$ cat config.mk
export PLATFORM = sky130hd
export DESIGN_NAME = imem_loader_flat
export DESIGN_NICKNAME = d
export VERILOG_FILES = /design/src/rtl/imem_loader_if.sv /design/src/rtl/imem_loader.sv /design/src/flat_wrapper.sv
export SDC_FILE = /design/constraint.sdc
export NUM_CORES = 1
export LEC_CHECK = 0
export BUFFER_PORTS_ARGS = -buffer_cell sky130_fd_sc_hd__buf_2
export CAP_MARGIN = 20
export CORE_MARGIN = 2
export CORE_UTILIZATION = 51
export CTS_BUF_LIST = sky130_fd_sc_hd__clkbuf_4
export CTS_CLUSTER_DIAMETER = 60
export CTS_CLUSTER_SIZE = 20
export DETAILED_ROUTE_END_ITERATION = 8
export PLACE_DENSITY = 0.77
export SLEW_MARGIN = 20
export SYNTH_ARGS = -nofsm -noshare
export SYNTH_HDL_FRONTEND = slang
export SYNTH_SLANG_ARGS = --single-unit
$ cat constraint.sdc
create_clock -name clk -period 2.3 [get_ports clk]
set_clock_uncertainty 0.2 [all_clocks]
set_input_delay 0.69 -clock clk [delete_from_list [all_inputs] [get_ports clk]]
set_output_delay 0.69 -clock clk [all_outputs]
set_load 0.1 [all_outputs]
$ cat src/rtl/imem_loader_if.sv
// Purpose : load-request, byte-stream and instruction-memory write signals of imem_loader.
// Latency : n/a (signal bundle only).
// Backpressure: byte stream uses byte_valid/byte_ready; memory writes are fire-and-forget strobes.
// Ports   : master = host side (drives load request and bytes), slave = loader side.
interface imem_loader_if #(
  parameter int ADDR_W = 8
);
  logic              load_start;
  logic [ADDR_W:0]   word_count;
  logic              byte_valid;
  logic [7:0]        byte_data;
  logic              byte_ready;
  logic              im_we;
  logic [ADDR_W-1:0] im_addr;
  logic [31:0]       im_wdata;
  logic              cpu_rstn;
  logic              busy;
  logic              done;
  logic              err;

  modport master (
    output load_start, word_count, byte_valid, byte_data,
    input  byte_ready, im_we, im_addr, im_wdata, cpu_rstn, busy, done, err
  );

  modport slave (
    input  load_start, word_count, byte_valid, byte_data,
    output byte_ready, im_we, im_addr, im_wdata, cpu_rstn, busy, done, err
  );
endinterface

$ cat src/rtl/imem_loader.sv
// Purpose : assembles a little-endian byte stream into 32-bit words and writes them to
//           instruction memory, holding the CPU in reset until the program is loaded.
// Latency : 1 cycle from load_start to COLLECT, then 5 cycles per word minimum (4 bytes + 1 write).
// Backpressure: byte_ready is high only while collecting; byte_valid low stalls without loss.
// Ports   : clk, rstn (async active-low), bus (imem_loader_if.slave: load request, byte stream,
//           memory write port, cpu_rstn and busy/done/err status).
module imem_loader #(
  parameter int ADDR_W = 8
) (
  input logic          clk,
  input logic          rstn,
  imem_loader_if.slave bus
);

  localparam logic [ADDR_W:0] DEPTH = {1'b1, {ADDR_W{1'b0}}};
  localparam logic [ADDR_W:0] ONE   = {{ADDR_W{1'b0}}, 1'b1};

  typedef enum logic [1:0] {IDLE, COLLECT, WRITE, DONE} state_t;

  state_t            state;
  logic [ADDR_W:0]   count_q;
  logic [ADDR_W-1:0] addr_q;
  logic [1:0]        byte_cnt;
  logic [31:0]       asm_q;
  logic              byte_ready_q;
  logic              im_we_q;
  logic              cpu_rstn_q;
  logic              busy_q;
  logic              done_q;
  logic              err_q;

  // The word being written is the last one when its index equals count-1; count is
  // never zero in WRITE, so the subtraction cannot underflow.
  logic [ADDR_W:0] last_addr;
  logic            last_word;
  assign last_addr = count_q - ONE;
  assign last_word = ({1'b0, addr_q} == last_addr);

  always_ff @(posedge clk or negedge rstn) begin
    if (!rstn) begin
      state        <= IDLE;
      count_q      <= '0;
      addr_q       <= '0;
      byte_cnt     <= '0;
      asm_q        <= '0;
      byte_ready_q <= 1'b0;
      im_we_q      <= 1'b0;
      cpu_rstn_q   <= 1'b0;
      busy_q       <= 1'b0;
      done_q       <= 1'b0;
      err_q        <= 1'b0;
    end else begin
      case (state)
        IDLE, DONE: begin
          if (bus.load_start) begin
            if (bus.word_count == '0) begin
              // Skip-load: release the CPU on whatever the memory already holds.
              state      <= DONE;
              done_q     <= 1'b1;
              err_q      <= 1'b0;
              cpu_rstn_q <= 1'b1;
            end else if (bus.word_count > DEPTH) begin
              // Rejected request; done is left alone since no load was accepted.
              state      <= IDLE;
              err_q      <= 1'b1;
              cpu_rstn_q <= 1'b0;
            end else begin
              state        <= COLLECT;
              count_q      <= bus.word_count;
              addr_q       <= '0;
              byte_cnt     <= '0;
              done_q       <= 1'b0;
              err_q        <= 1'b0;
              cpu_rstn_q   <= 1'b0;
              busy_q       <= 1'b1;
              byte_ready_q <= 1'b1;
            end
          end
        end

        COLLECT: begin
          if (bus.byte_valid && byte_ready_q) begin
            asm_q[{byte_cnt, 3'b000} +: 8] <= bus.byte_data;
            byte_cnt                       <= byte_cnt + 2'd1;
            if (byte_cnt == 2'd3) begin
              state        <= WRITE;
              byte_ready_q <= 1'b0;
              im_we_q      <= 1'b1;
            end
          end
        end

        WRITE: begin
          im_we_q <= 1'b0;
          if (last_word) begin
            state      <= DONE;
            busy_q     <= 1'b0;
            done_q     <= 1'b1;
            cpu_rstn_q <= 1'b1;
          end else begin
            state        <= COLLECT;
            addr_q       <= addr_q + 1'b1;
            byte_ready_q <= 1'b1;
          end
        end

        default: state <= IDLE;
      endcase
    end
  end

  assign bus.byte_ready = byte_ready_q;
  assign bus.im_we      = im_we_q;
  assign bus.im_addr    = addr_q;
  assign bus.im_wdata   = asm_q;
  assign bus.cpu_rstn   = cpu_rstn_q;
  assign bus.busy       = busy_q;
  assign bus.done       = done_q;
  assign bus.err        = err_q;

endmodule

$ cat src/flat_wrapper.sv
// flat-port wrapper written by rule: the top's interface ports become plain ports
module imem_loader_flat 
#(
  parameter int ADDR_W = 8
)
  (clk, rstn, bus_load_start, bus_word_count, bus_byte_valid, bus_byte_data, bus_byte_ready, bus_im_we, bus_im_addr, bus_im_wdata, bus_cpu_rstn, bus_busy, bus_done, bus_err);
  imem_loader_if #(.ADDR_W(ADDR_W)) bus_i ();
  input logic clk;
  input logic rstn;
  input wire logic [$bits(bus_i.load_start)-1:0] bus_load_start;
  input wire logic [$bits(bus_i.word_count)-1:0] bus_word_count;
  input wire logic [$bits(bus_i.byte_valid)-1:0] bus_byte_valid;
  input wire logic [$bits(bus_i.byte_data)-1:0] bus_byte_data;
  output wire logic [$bits(bus_i.byte_ready)-1:0] bus_byte_ready;
  output wire logic [$bits(bus_i.im_we)-1:0] bus_im_we;
  output wire logic [$bits(bus_i.im_addr)-1:0] bus_im_addr;
  output wire logic [$bits(bus_i.im_wdata)-1:0] bus_im_wdata;
  output wire logic [$bits(bus_i.cpu_rstn)-1:0] bus_cpu_rstn;
  output wire logic [$bits(bus_i.busy)-1:0] bus_busy;
  output wire logic [$bits(bus_i.done)-1:0] bus_done;
  output wire logic [$bits(bus_i.err)-1:0] bus_err;
  assign bus_i.load_start = bus_load_start;
  assign bus_i.word_count = bus_word_count;
  assign bus_i.byte_valid = bus_byte_valid;
  assign bus_i.byte_data = bus_byte_data;
  assign bus_byte_ready = bus_i.byte_ready;
  assign bus_im_we = bus_i.im_we;
  assign bus_im_addr = bus_i.im_addr;
  assign bus_im_wdata = bus_i.im_wdata;
  assign bus_cpu_rstn = bus_i.cpu_rstn;
  assign bus_busy = bus_i.busy;
  assign bus_done = bus_i.done;
  assign bus_err = bus_i.err;
  imem_loader #(.ADDR_W(ADDR_W)) u_core (.clk(clk), .rstn(rstn), .bus(bus_i));
endmodule
; ---- Word level (Yosys, flattened, before mapping)
; Cells that the tools add are included.
[word_totals]
reg_bits = 59
latchBits = 0
mem_bits_rw = 0
mem_bits_ro = 0
input_bits = 21
out_inout_bits = 46
wordCells = 91
n_memories = 0
[classes]
addsub = 4
multipliers = 0
div = 0
n_lt_le_gt_ge = 1
eq_ne = 13
shift = 2
mux = 40
n_bitwise = 2
n_reduce_logical = 18
[ops]
columns = cell, count
row1 = $bwmux W32, 1
row2 = $mux W8, 4
row3 = $shift A8 B7 Y32 const A, 1
row4 = $shiftx A8 B7 Y32, 1
row5 = $mux W1, 18
row6 = $mux W2, 9
row7 = $pmux W8 S2, 1
row8 = $reduce_and A5 Y1, 3
row9 = $eq A8 B9 Y1, 1
row10 = $gt A9 B9 Y1 const B, 1
row11 = $logic_not A9 Y1, 1
row12 = $reduce_and A3 Y1, 3
row13 = $sub A9 B1 Y9 const B, 1
row14 = $add A8 B1 Y8 const B, 1
row15 = $ne A2 B2 Y1 const B, 4
row16 = $pmux W1 S2, 4
row17 = $reduce_and A4 Y1, 2
row18 = $neg A5 Y7, 1
row19 = $eq A2 B2 Y1 const B, 3
row20 = $ne A2 B1 Y1 const B, 3
row21 = $pmux W2 S3, 1
row22 = $reduce_and A6 Y1, 1
row23 = $reduce_bool A2 Y1, 3
row24 = $pmux W2 S2, 1
row25 = other kinds (9), 11

; ---- Longest topological paths before layout
[logic_depth]
word_depth = 5
ltp_mapped = 10
ltp_nobuf = 10

; ---- Worst setup path after synthesis
; OpenSTA, ideal clock, no wires.
[synth_path]
path_kind = input port to flip-flop
from = input bus_word_count[1]
to = register u_core.addr_q[7], in the netlist u_core.bus.im_addr[7]
setup_time_ns = 0.077
arrival_time_ns = 2.735
required_time_ns = 2.023
slack_ns = -0.712
path_stages = 9
path_buffers = 0
path_cell_list = nor4_1 -> nand2_1 -> ha_1 -> or3_4 -> o21ai_4 -> nand2_2 -> or3_1 -> or4b_1 -> o21ai_1
[synth_via]
elab_chain_len = 3
elab_cells_between_ends = 5
cone_classes = 1 x order compare / 2 x eq/ne / 2 x reduce/logical
[synth_rtl]
columns = item, line_no
row1 = start: declaration, flat_wrapper.sv:11  ; input wire logic [$bits(bus_i.word_count)-1:0] bus_word_count;
row2 = $gt A9 B9 Y1 or $logic_not A9 Y1 (tied branches), "imem_loader.sv:62, imem_loader.sv:56"
row3 = $ne A2 B2 Y1 (no source line), n/a
row4 = $reduce_and A5 Y1 (no source line) (*), n/a
row5 = end signal: assignment, imem_loader.sv:102  ; addr_q <= addr_q + 1'b1;
row6 = end: declaration, imem_loader.sv:22  ; logic [ADDR_W-1:0] addr_q;
; Mark *: on every way between the ends. The rest lies on a longest branch, timed or not.
; A chain may end at the register's enable or synchronous reset.

; ---- Worst setup path in the final report
[layout_path]
from = input bus_word_count[0]
to = register u_core.addr_q[7], in the netlist u_core.bus.im_addr[7]
; Same word-level chain as after synthesis.

==> flow_summary.ini <==
[yosys]
synth_seq_area_share = 0.489
synth.distinct_cells = 41
synth_cells = 330
syn-num-nets = 364
synth_warnings = 0
netlist_area_sq_mm = 0.00302
ys_seq_elements = 59
syn_area_per_cell_sq_um = 9.15

[floorplanning]
die_y_microns = 80.9
rows = 28
die_w_microns = 80.9
ioPinCount = 67
start_util = 0.519
die_area_sq_mm = 0.00655
core_region_area_sq_mm = 0.00582

[timing]
drv_slew = 0
setup_ws_ns = -0.370
rsz0062_at_grt = true
maxSlewHeadroom = 0.672
fin_crit_ns = 2.67
hold_violations = 0
max_clock_freq_mhz = 375
worstMarginPinSlew_ns = 0.495
fin_crit_sh = 1.16
finalSetupViolCount = 3

[setup_path]
r2r_setup_slack_ns = -0.24
timing_worst_setup_path_type = primary input to register
worstReg2RegStart = u_core.state[0]
cp_max_fo = 2
r2r-end = u_core.bus.im_addr[7]
r2r_cells = 9
cp_data_arrival_time_ns = 2.82
end_kind = register
cp-startpoint = bus_word_count[0]
worst-endpoint-required_ns = 2.45
endpoint = u_core.bus.im_addr[7]
startpoint_type = primary input

[clock_network]
cts_tree = built
numCtsBuffers = 9
clkLatencyLatePin_ns = 0.41
clk_pin_slew_ns = 0.11
htree_levels = 3
clock_sinks = 59
cts_root_buf = clkbuf_4
cts_buffer_depth = 2

[drt]
vias_per_cell = 5.40
num_vias = 2781
wl_per_cell_microns = 14.7
first_pass_iters = 5
drt_iter0_drc = 148
postRouteAntennaNets = 0
drc = 0
wl_mm = 7.56

[power_and_ir_drop]
power_frac_comb = 0.546
clkPwrFrac = 0.166
max-vdd-ir-drop_mv = 0.951
p_per_area_mw_per_mm2 = 1270
p_leak_nw = 1.94
p_sw_w = 0.00246
intPower_w = 0.00261
swShare = 0.486
pwr-share-seq = 0.289

[global_routing]
grt_overflow_total = 0
grt_start_max_net_pins = 49
grt_pass1_vias = 2605
antenna_found_initial = 0
grt_pass1_wl_mm = 12.1
grt_use_total = 0.242

[placed_design]
io_buffers = 66
pre_cts_slack_ns = -0.745
gp_congestion = 0.804
detailed_place_hpwl_mm = 5.35
dpl.cell_count = 496

[final_layout]
nNetsFinal = 469
layout-drive-gt1-share = 0.332
instances_no_fill = 515
antenna_cells = 0
synthToLayoutAreaGrowth_pct = 31.9
final_cell_mix = nand2_1 (85), buf_2 (62), dfrtp_1 (53), o21ai_0 (41), buf_4 (30)
finish.utilization = 0.685
mostFrequentLayoutCell = nand2_1

[run_status]
outcome = complete, but fails checks
failed_checks = negative setup slack

[min_path]
holdCritPathClass = register to register

[flow_run]
maxCapViolations = 0
==> sequential cells by signal, summed over array words and instances (netlist names) <==
name,count
u_core.count_q,9
u_core.bus.im_we,1
u_core.state,2
u_core.bus.err,1
u_core.bus.cpu_rstn,1
u_core.bus.im_wdata,32
u_core.byte_cnt,2
u_core.bus.byte_ready,1
u_core.bus.im_addr,8
u_core.bus.done,1
u_core.bus.busy,1
==> logic make-up after synthesis <==
| group | count (synthesis) | share of synthesized area |
|---|---|---|
| compound gates | 70 | 0.136 |
| flops | 59 | 0.489 |
| simple gates | 143 | 0.212 |
| buf+inv | 19 | 0.0240 |
| fa+ha+maj | 13 | 0.0539 |
| mux | 15 | 0.0539 |
| xor+xnor | 11 | 0.0319 |
==> cell type report <==
class | instances | area, sq um
clock buffer | 10 | 75.1
clock inverter | 6 | 80.1
fill | 456 | 1830
inverter | 11 | 41.3
multi-input combinational | 252 | 1540
sequential | 59 | 1490
tap | 75 | 93.8
timing repair buffer | 102 | 664
==> critical path, stage by stage <==
cell and delay (ns):
buf_2 0.12, nor4_4 0.25, nand2_1 0.10, ha_2 0.20, or3_4 0.35, o21ai_4 0.10
nand2_2 0.09, or3_4 0.35, or4b_1 0.47, o21ai_1 0.09
==> power groups by stage <==
stage / clock [W] / sequential (W) / combinational (W)
final: 0.000840 / 0.00146 / 0.00277
after global routing: 0.000890 / 0.00150 / 0.00299
after CTS: 0.000848 / 0.00146 / 0.00271
after detailed placement: 0 / 0.00148 / 0.00269
after global placement: 0 / 0.00148 / 0.00263
after floorplan: 0 / 0.00240 / 0.00101
==> worst min-delay path by stage <==
stage / endpoint / slack (ns) / cells after the start / start
after floorplan: u_core.bus.busy / 0.19 / 0 / rstn
after global placement: u_core.bus.im_wdata[31] / 0.26 / 2 / u_core.bus.im_wdata[31]
after detailed placement: u_core.bus.im_wdata[12] / 0.27 / 2 / u_core.bus.im_wdata[12]
after CTS: u_core.bus.im_wdata[31] / 0.29 / 2 / u_core.bus.im_wdata[31]
after global routing: u_core.count_q[4] / 0.30 / 2 / bus_word_count[4]
final: u_core.bus.im_wdata[4] / 0.28 / 2 / u_core.bus.im_wdata[4]
==> Yosys cell counts <==
cell type / count / share of area
nand2_1: 85 / 0.11
dfrtp_1: 59 / 0.49
o21ai_0: 41 / 0.068
nor2_1: 18 / 0.022
ha_1: 13 / 0.054
a21oi_1: 11 / 0.018
inv_1: 11 / 0.014
mux2_2: 10 / 0.037
nand3_1: 8 / 0.013
clkbuf_1: 7 / 0.0087
xnor2_1: 6 / 0.017
mux2i_1: 5 / 0.017
nand2b_1: 5 / 0.010
nand4_1: 5 / 0.010
nor3_1: 5 / 0.0083
xor2_1: 5 / 0.015
nor3b_1: 4 / 0.0099
a22o_1: 3 / 0.0087
a31oi_1: 3 / 0.0062
a211oi_1: 2 / 0.0050
and3_1: 2 / 0.0041
nor4_1: 2 / 0.0041
o21ai_1: 2 / 0.0033
a211oi_2: 1 / 0.0041
a31o_1: 1 / 0.0029
and2_1: 1 / 0.0021
and2b_1: 1 / 0.0025
buf_2: 1 / 0.0017
nand2_2: 1 / 0.0021
nand3b_1: 1 / 0.0025
nor2b_1: 1 / 0.0021
o211ai_1: 1 / 0.0025
o21ai_4: 1 / 0.0054
o22a_1: 1 / 0.0029
o22ai_1: 1 / 0.0021
o2bb2a_1: 1 / 0.0033
o311ai_1: 1 / 0.0029
or3_1: 1 / 0.0021
or3_4: 1 / 0.0037
or3b_1: 1 / 0.0029
or4b_1: 1 / 0.0033
==> metal layers <==
layer  part of all wire  vias to the layer above  GRT usage
met5                  0                        -          0
met4              0.020                        0      0.120
met3              0.064                       21     0.0467
met2               0.49                      103      0.400
met1               0.43                     1314      0.302
li1                   -                     1343          -
==> repair_timing <==
item	4_1_cts	5_1_grt
endpoints found under the setup margin	2	14
pin swaps	3	6
hold buffers	1	0
gates cloned	0	0
gates resized for setup	4	15
endpoints found under the hold margin	11	0
setup buffers	1	2
==> stage by stage <==
stage               power, W  TNS [ns]  cell area (sq um)  hold slack [ns]
floorplan            0.00341     -1.09               3060            0.194
global placement     0.00411     -5.83               3730            0.256
detailed placement   0.00417     -6.68               3730            0.266
CTS                  0.00502    -0.274               3920            0.287
global route         0.00538    -0.753               3980            0.303
finish               0.00507    -0.433               3980            0.281
No activity file was read; power rests on OpenSTA's default activity.
